--- src/rtl/cache_pkg.sv ---
// Shared cache types: the MESI line-state encoding used by the controller and
// the datapath, plus the controller FSM state encoding.
package cache_pkg;

  typedef enum logic [1:0] {
    MESI_I = 2'b00,
    MESI_S = 2'b01,
    MESI_E = 2'b10,
    MESI_M = 2'b11
  } mesi_t;

  typedef enum logic [2:0] {
    ST_IDLE      = 3'd0,
    ST_LOOKUP    = 3'd1,
    ST_WRITEBACK = 3'd2,
    ST_ALLOCATE  = 3'd3,
    ST_UPGRADE   = 3'd4,
    ST_UPDATE    = 3'd5
  } ctrl_state_t;

  // A line holds usable data in every MESI state except Invalid.
  function automatic logic is_valid(input mesi_t s);
    return s != MESI_I;
  endfunction

endpackage

--- src/rtl/cache_controller.sv ---
// MESI cache controller: sequences lookup, dirty-victim writeback (WriteClean),
// line allocation (ReadShared) and ownership upgrade (MakeUnique) for one
// outstanding CPU request at a time.
module cache_controller
  import cache_pkg::*;
(
  input  logic       clk,
  input  logic       rst,
  input  logic       cpu_req,
  input  logic       cpu_wr,
  output logic       cpu_ready,
  input  logic       cache_hit,
  input  logic [1:0] line_state,
  output logic       lookup_en,
  output logic       data_wr_en,
  output logic       fill_en,
  output logic       state_we,
  output logic [1:0] next_state_o,
  output logic       read_req,
  output logic       write_req,
  output logic       invalid_req,
  input  logic       ace_ready
);

  ctrl_state_t state, state_nxt;
  mesi_t       line_mesi;
  mesi_t       next_mesi;

  assign line_mesi    = mesi_t'(line_state);
  assign next_state_o = next_mesi;

  // State register; synchronous reset abandons any transaction in flight.
  always_ff @(posedge clk) begin
    // NOTE: sequential state uses non-blocking assignments so every flop
    // samples pre-edge values regardless of statement order.
    if (rst) state <= ST_IDLE;
    else     state <= state_nxt;
  end

  // Next-state and Moore/Mealy outputs; each request stays high until the
  // ace_ready cycle and drops on the following cycle as the state moves on.
  always_comb begin
    // NOTE: every output gets a default before the case so no path can
    // leave a variable unassigned and infer a latch.
    state_nxt   = state;
    cpu_ready   = 1'b0;
    lookup_en   = 1'b0;
    data_wr_en  = 1'b0;
    fill_en     = 1'b0;
    state_we    = 1'b0;
    next_mesi   = MESI_I;
    read_req    = 1'b0;
    write_req   = 1'b0;
    invalid_req = 1'b0;

    case (state)
      ST_IDLE: begin
        if (cpu_req) begin
          lookup_en = 1'b1;
          state_nxt = ST_LOOKUP;
        end
      end

      ST_LOOKUP: begin
        if (cache_hit && is_valid(line_mesi)) begin
          if (!cpu_wr) begin
            cpu_ready = 1'b1;
            state_nxt = ST_IDLE;
          end else if (line_mesi == MESI_S) begin
            state_nxt = ST_UPGRADE;
          end else begin
            state_nxt = ST_UPDATE;
          end
        end else if (line_mesi == MESI_M) begin
          state_nxt = ST_WRITEBACK;
        end else begin
          state_nxt = ST_ALLOCATE;
        end
      end

      ST_WRITEBACK: begin
        write_req = 1'b1;
        if (ace_ready) begin
          // WriteClean leaves our copy clean but still unique.
          state_we  = 1'b1;
          next_mesi = MESI_E;
          state_nxt = ST_ALLOCATE;
        end
      end

      ST_ALLOCATE: begin
        read_req = 1'b1;
        if (ace_ready) begin
          fill_en   = 1'b1;
          state_we  = 1'b1;
          next_mesi = MESI_S;
          if (cpu_wr) begin
            state_nxt = ST_UPGRADE;
          end else begin
            cpu_ready = 1'b1;
            state_nxt = ST_IDLE;
          end
        end
      end

      ST_UPGRADE: begin
        invalid_req = 1'b1;
        if (ace_ready) state_nxt = ST_UPDATE;
      end

      ST_UPDATE: begin
        data_wr_en = 1'b1;
        state_we   = 1'b1;
        next_mesi  = MESI_M;
        cpu_ready  = 1'b1;
        state_nxt  = ST_IDLE;
      end

      default: state_nxt = ST_IDLE;
    endcase
  end

endmodule

--- config.mk ---
export PLATFORM = sky130hd
export DESIGN_NAME = cache_controller
export DESIGN_NICKNAME = d
export VERILOG_FILES = /design/src/rtl/cache_pkg.sv /design/src/rtl/cache_controller.sv
export SDC_FILE = /design/constraint.sdc
export NUM_CORES = 1
export LEC_CHECK = 0
export ABC_CLOCK_PERIOD_IN_PS = 1500
export BUFFER_PORTS_ARGS = -buffer_cell sky130_fd_sc_hd__buf_2
export CORE_AREA = 2 2 39 41
export DETAILED_ROUTE_END_ITERATION = 10
export DIE_AREA = 0 0 41 43
export PLACE_DENSITY = 0.54
export SLEW_MARGIN = 20
export SYNTH_ARGS = -nofsm -noshare
export SYNTH_HDL_FRONTEND = slang
export SYNTH_SLANG_ARGS = --single-unit
--- constraint.sdc ---
create_clock -name clk -period 1.5 [get_ports clk]
set_input_delay 0.075 -clock clk [delete_from_list [all_inputs] [get_ports clk]]
set_output_delay 0.075 -clock clk [all_outputs]
set_load 0.02 [all_outputs]
==> run_results.csv <==
group,metric,value,unit
logic_synthesis,yosys.area.top_type_share,18.8,%
clocking,cts_buffer_depth,2,
layout,layout.cells.non_filler,81,
outcome,status,"complete, no violations",
placed_design,post-place-cells,77,
drt,drcViolationCount,0,
pwr,switching_power,0.000130,W
layout,drive_above_1_share,36.9,%
drt,drt_wl_total,784,µm
logic_synthesis,synth_seq_cells,3,
logic_synthesis,yosys.area.top_type,"dfxtp_1",
worst_hold_path,hold_class,"input pin to flip-flop",
floorplan,die_y,43,µm
sta,setup_viol_count_final,0,
logic_synthesis,synth.distinct_cells,23,
global_routing,grt_usage,10.0,%
clocking,htree_levels,1,
layout,nets,74,
setup_path,cp_cell_sequence,"and2b_2 > o31a_1 > buf_2",
global_routing,grt_pass1_vias,319,
drt,vias_per_cell,4.72,
clocking,clock_sinks,3,
setup_path,path_delay_family,"flip-flops",
setup_path,slowest_stage,"dfxtp_2",
logic_synthesis,yosys_warnings,0,
sta,slew_violations,0,
placed_design,port_buffers,17,
pwr,ir_drop,0.367,mV
clocking,cts_made_buffers,3,
floorplan,initial_core_util,23.1,%
logic_synthesis,seq_area_frac_synth,18.8,%
global_routing,overflow,0,
global_routing,antenna_found_initial,0,
layout,largest_reg_flops,3,
logic_synthesis,yosysMostFrequentCell,"nor2_1",
setup_path,cp.arrival,1.33,ns
logic_synthesis,synth.cell_area,320,µm²
logic_synthesis,avgSynthCellArea,6.82,µm²
pwr,p_comb_share,33.4,%
floorplan,num_rows,14,
pwr,switching_share,35.2,%
drt,drtIter0Drc,8,
drt,wl_per_cell,9.68,µm
logic_synthesis,ys.flop_type,"dfxtp_1",
pwr,power.internal,0.000240,W
floorplan,core,1380,µm²
job,drv_cap,0,
logic_synthesis,yosys-top-cells-count,"nor2_1, a21oi_1, inv_1, nand2_1",
logic_synthesis,ys_async_sr_fraction,0,%
sta,hold_viol,0,
sta,clock_skew,0.000255,ns
sta,setup-tns-final,0,ns
setup_path,end_kind,"primary output",
sta,layout_min_cycle_time,1.40,ns
logic_synthesis,synth-edff-count,0,
pwr,p_per_area,868,nW/µm²
clocking,clockRootBuffer,"clkbuf_4",
floorplan,dieArea,1760,µm²
layout,top_register,"state",
sta,worst-slew-pin-transition,0.464,ns
pwr,clock_power_share,36.8,%
logic_synthesis,yosys-top-cells-area,"dfxtp_1, nor2_1, a21oi_1",
setup_path,start_kind,"flip-flop",
clocking,clk_transition_reported_paths,0.03,ns
sta,fin_crit_sh,93.3,%
clocking,cts_tree,"done",
sta,fmax,714,MHz
floorplan,num_io_pins,18,
setup_path,max_stage_delay,0.39,ns
pwr,power_frac_seq,29.7,%
floorplan,fp.dieW,41,µm
drt,drtAntennaViolNets,0,
layout,area_growth,33.2,%
global_routing,grt_pass1_wl,1240,µm
logic_synthesis,netlist_instances,47,
setup_path,cp.required,1.42,ns
placed_design,gp_congestion,0.716,
setup_path,critPathBufInv,1,
drt,dr.pass1.iters,4,
clocking,cts_setup_buffers,0,
layout,reg_top3,"state: 3 flops",
layout,diodes,0,
setup_path,criticalPathCategory,"flip-flop to primary output",
sta,max_slew_margin,68.7,%
global_routing,grt_max_degree,13,
clocking,insertion_delay,0.23,ns
clocking,holdBufCountCts,0,
sta,rsz0062_at_grt,"no",
placed_design,post-dp-hpwl,649,µm
drt,num_vias,382,
pwr,leakage,0.220,nW
logic_synthesis,syn-num-nets,55,
setup_path,worstPathMaxFanout,10,
[metal layers]
layer | wire (µm) | GRT usage, % | up-vias
met3 | 43 | 3.14 | 0
li1 | - | - | 201
met4 | 0 | 2.00 | 0
met1 | 321 | 10.6 | 172
met2 | 420 | 18.1 | 9
met5 | 0 | 0 | -
[final timing paths]
check | to | slack, ns | cells past startpoint | from
max | cpu_ready | 0.1 | 3 | state[1]
max reg2reg | state[0] | 0.33 | 3 | state[0]
min reg2reg | state[1] | 0.53 | 1 | state[2]
min | state[0] | 0.05 | 2 | rst
[repair_timing]
action / CTS / global route
cloned: 0 / 0
endpoints found under the hold margin: 0 / 0
pin swaps: 0 / 0
setup endpoints to repair: 1 / 1
resized for setup: 1 / 1
[stage by stage]
stage          utilization [%]  setup WS (ns)  hold slack [ns]  power (W)  cell area, µm²
2_1_floorplan                -          0.290            0.141   0.000203             320
3_3_place_gp              28.8          0.239            0.285   0.000237             398
3_5_place_dp              28.8          0.225            0.287   0.000236             398
4_1_cts                   30.7        0.00439           0.0404   0.000382             425
5_1_grt                   30.8        0.00885           0.0438   0.000406             427
6_report                  30.8          0.100           0.0459   0.000370             427
[power groups by stage]
stage | logic, W | clock network, W | registers (W)
finish | 0.000124 | 0.000136 | 0.000110
global route | 0.000138 | 0.000154 | 0.000114
CTS | 0.000125 | 0.000146 | 0.000110
detailed placement | 0.000125 | 0 | 0.000111
global placement | 0.000125 | 0 | 0.000112
floorplan | 0.000110 | 0 | 0.0000932
[cell families (layout without fill, tap and decap cells)]
| family | after synthesis | count (layout) | share of synthesized area [%] |
|---|---|---|---|
| AO/OA/AOI/OAI | 14 | 14 | 31.2 |
| buffers and inverters | 8 | 26 | 14.5 |
| flip-flops | 3 | 3 | 18.8 |
| AND/OR/NAND/NOR | 22 | 22 | 35.6 |
[area by class of cell]
class	instances	area, µm²
multi-input combinational	36	214
inverter	5	18.8
tap	16	20.0
fill	157	957
timing repair buffer	17	85.1
sequential	3	62.6
clock buffer	4	26.3
[placed cells by master (no fill, tap or decap), drive strengths merged, types with 2 or more instances in the layout]
| master | netlist | layout |
|---|---|---|
| clkbuf | 0 | 4 |
| nor2 | 7 | 7 |
| dfxtp | 3 | 3 |
| nand3b | 2 | 2 |
| o21ai | 3 | 3 |
| nand2 | 4 | 4 |
| nor3 | 2 | 2 |
| a21oi | 5 | 5 |
| inv | 5 | 5 |
| buf | 3 | 17 |
Note: power is estimated with default switching activity, not from simulation.
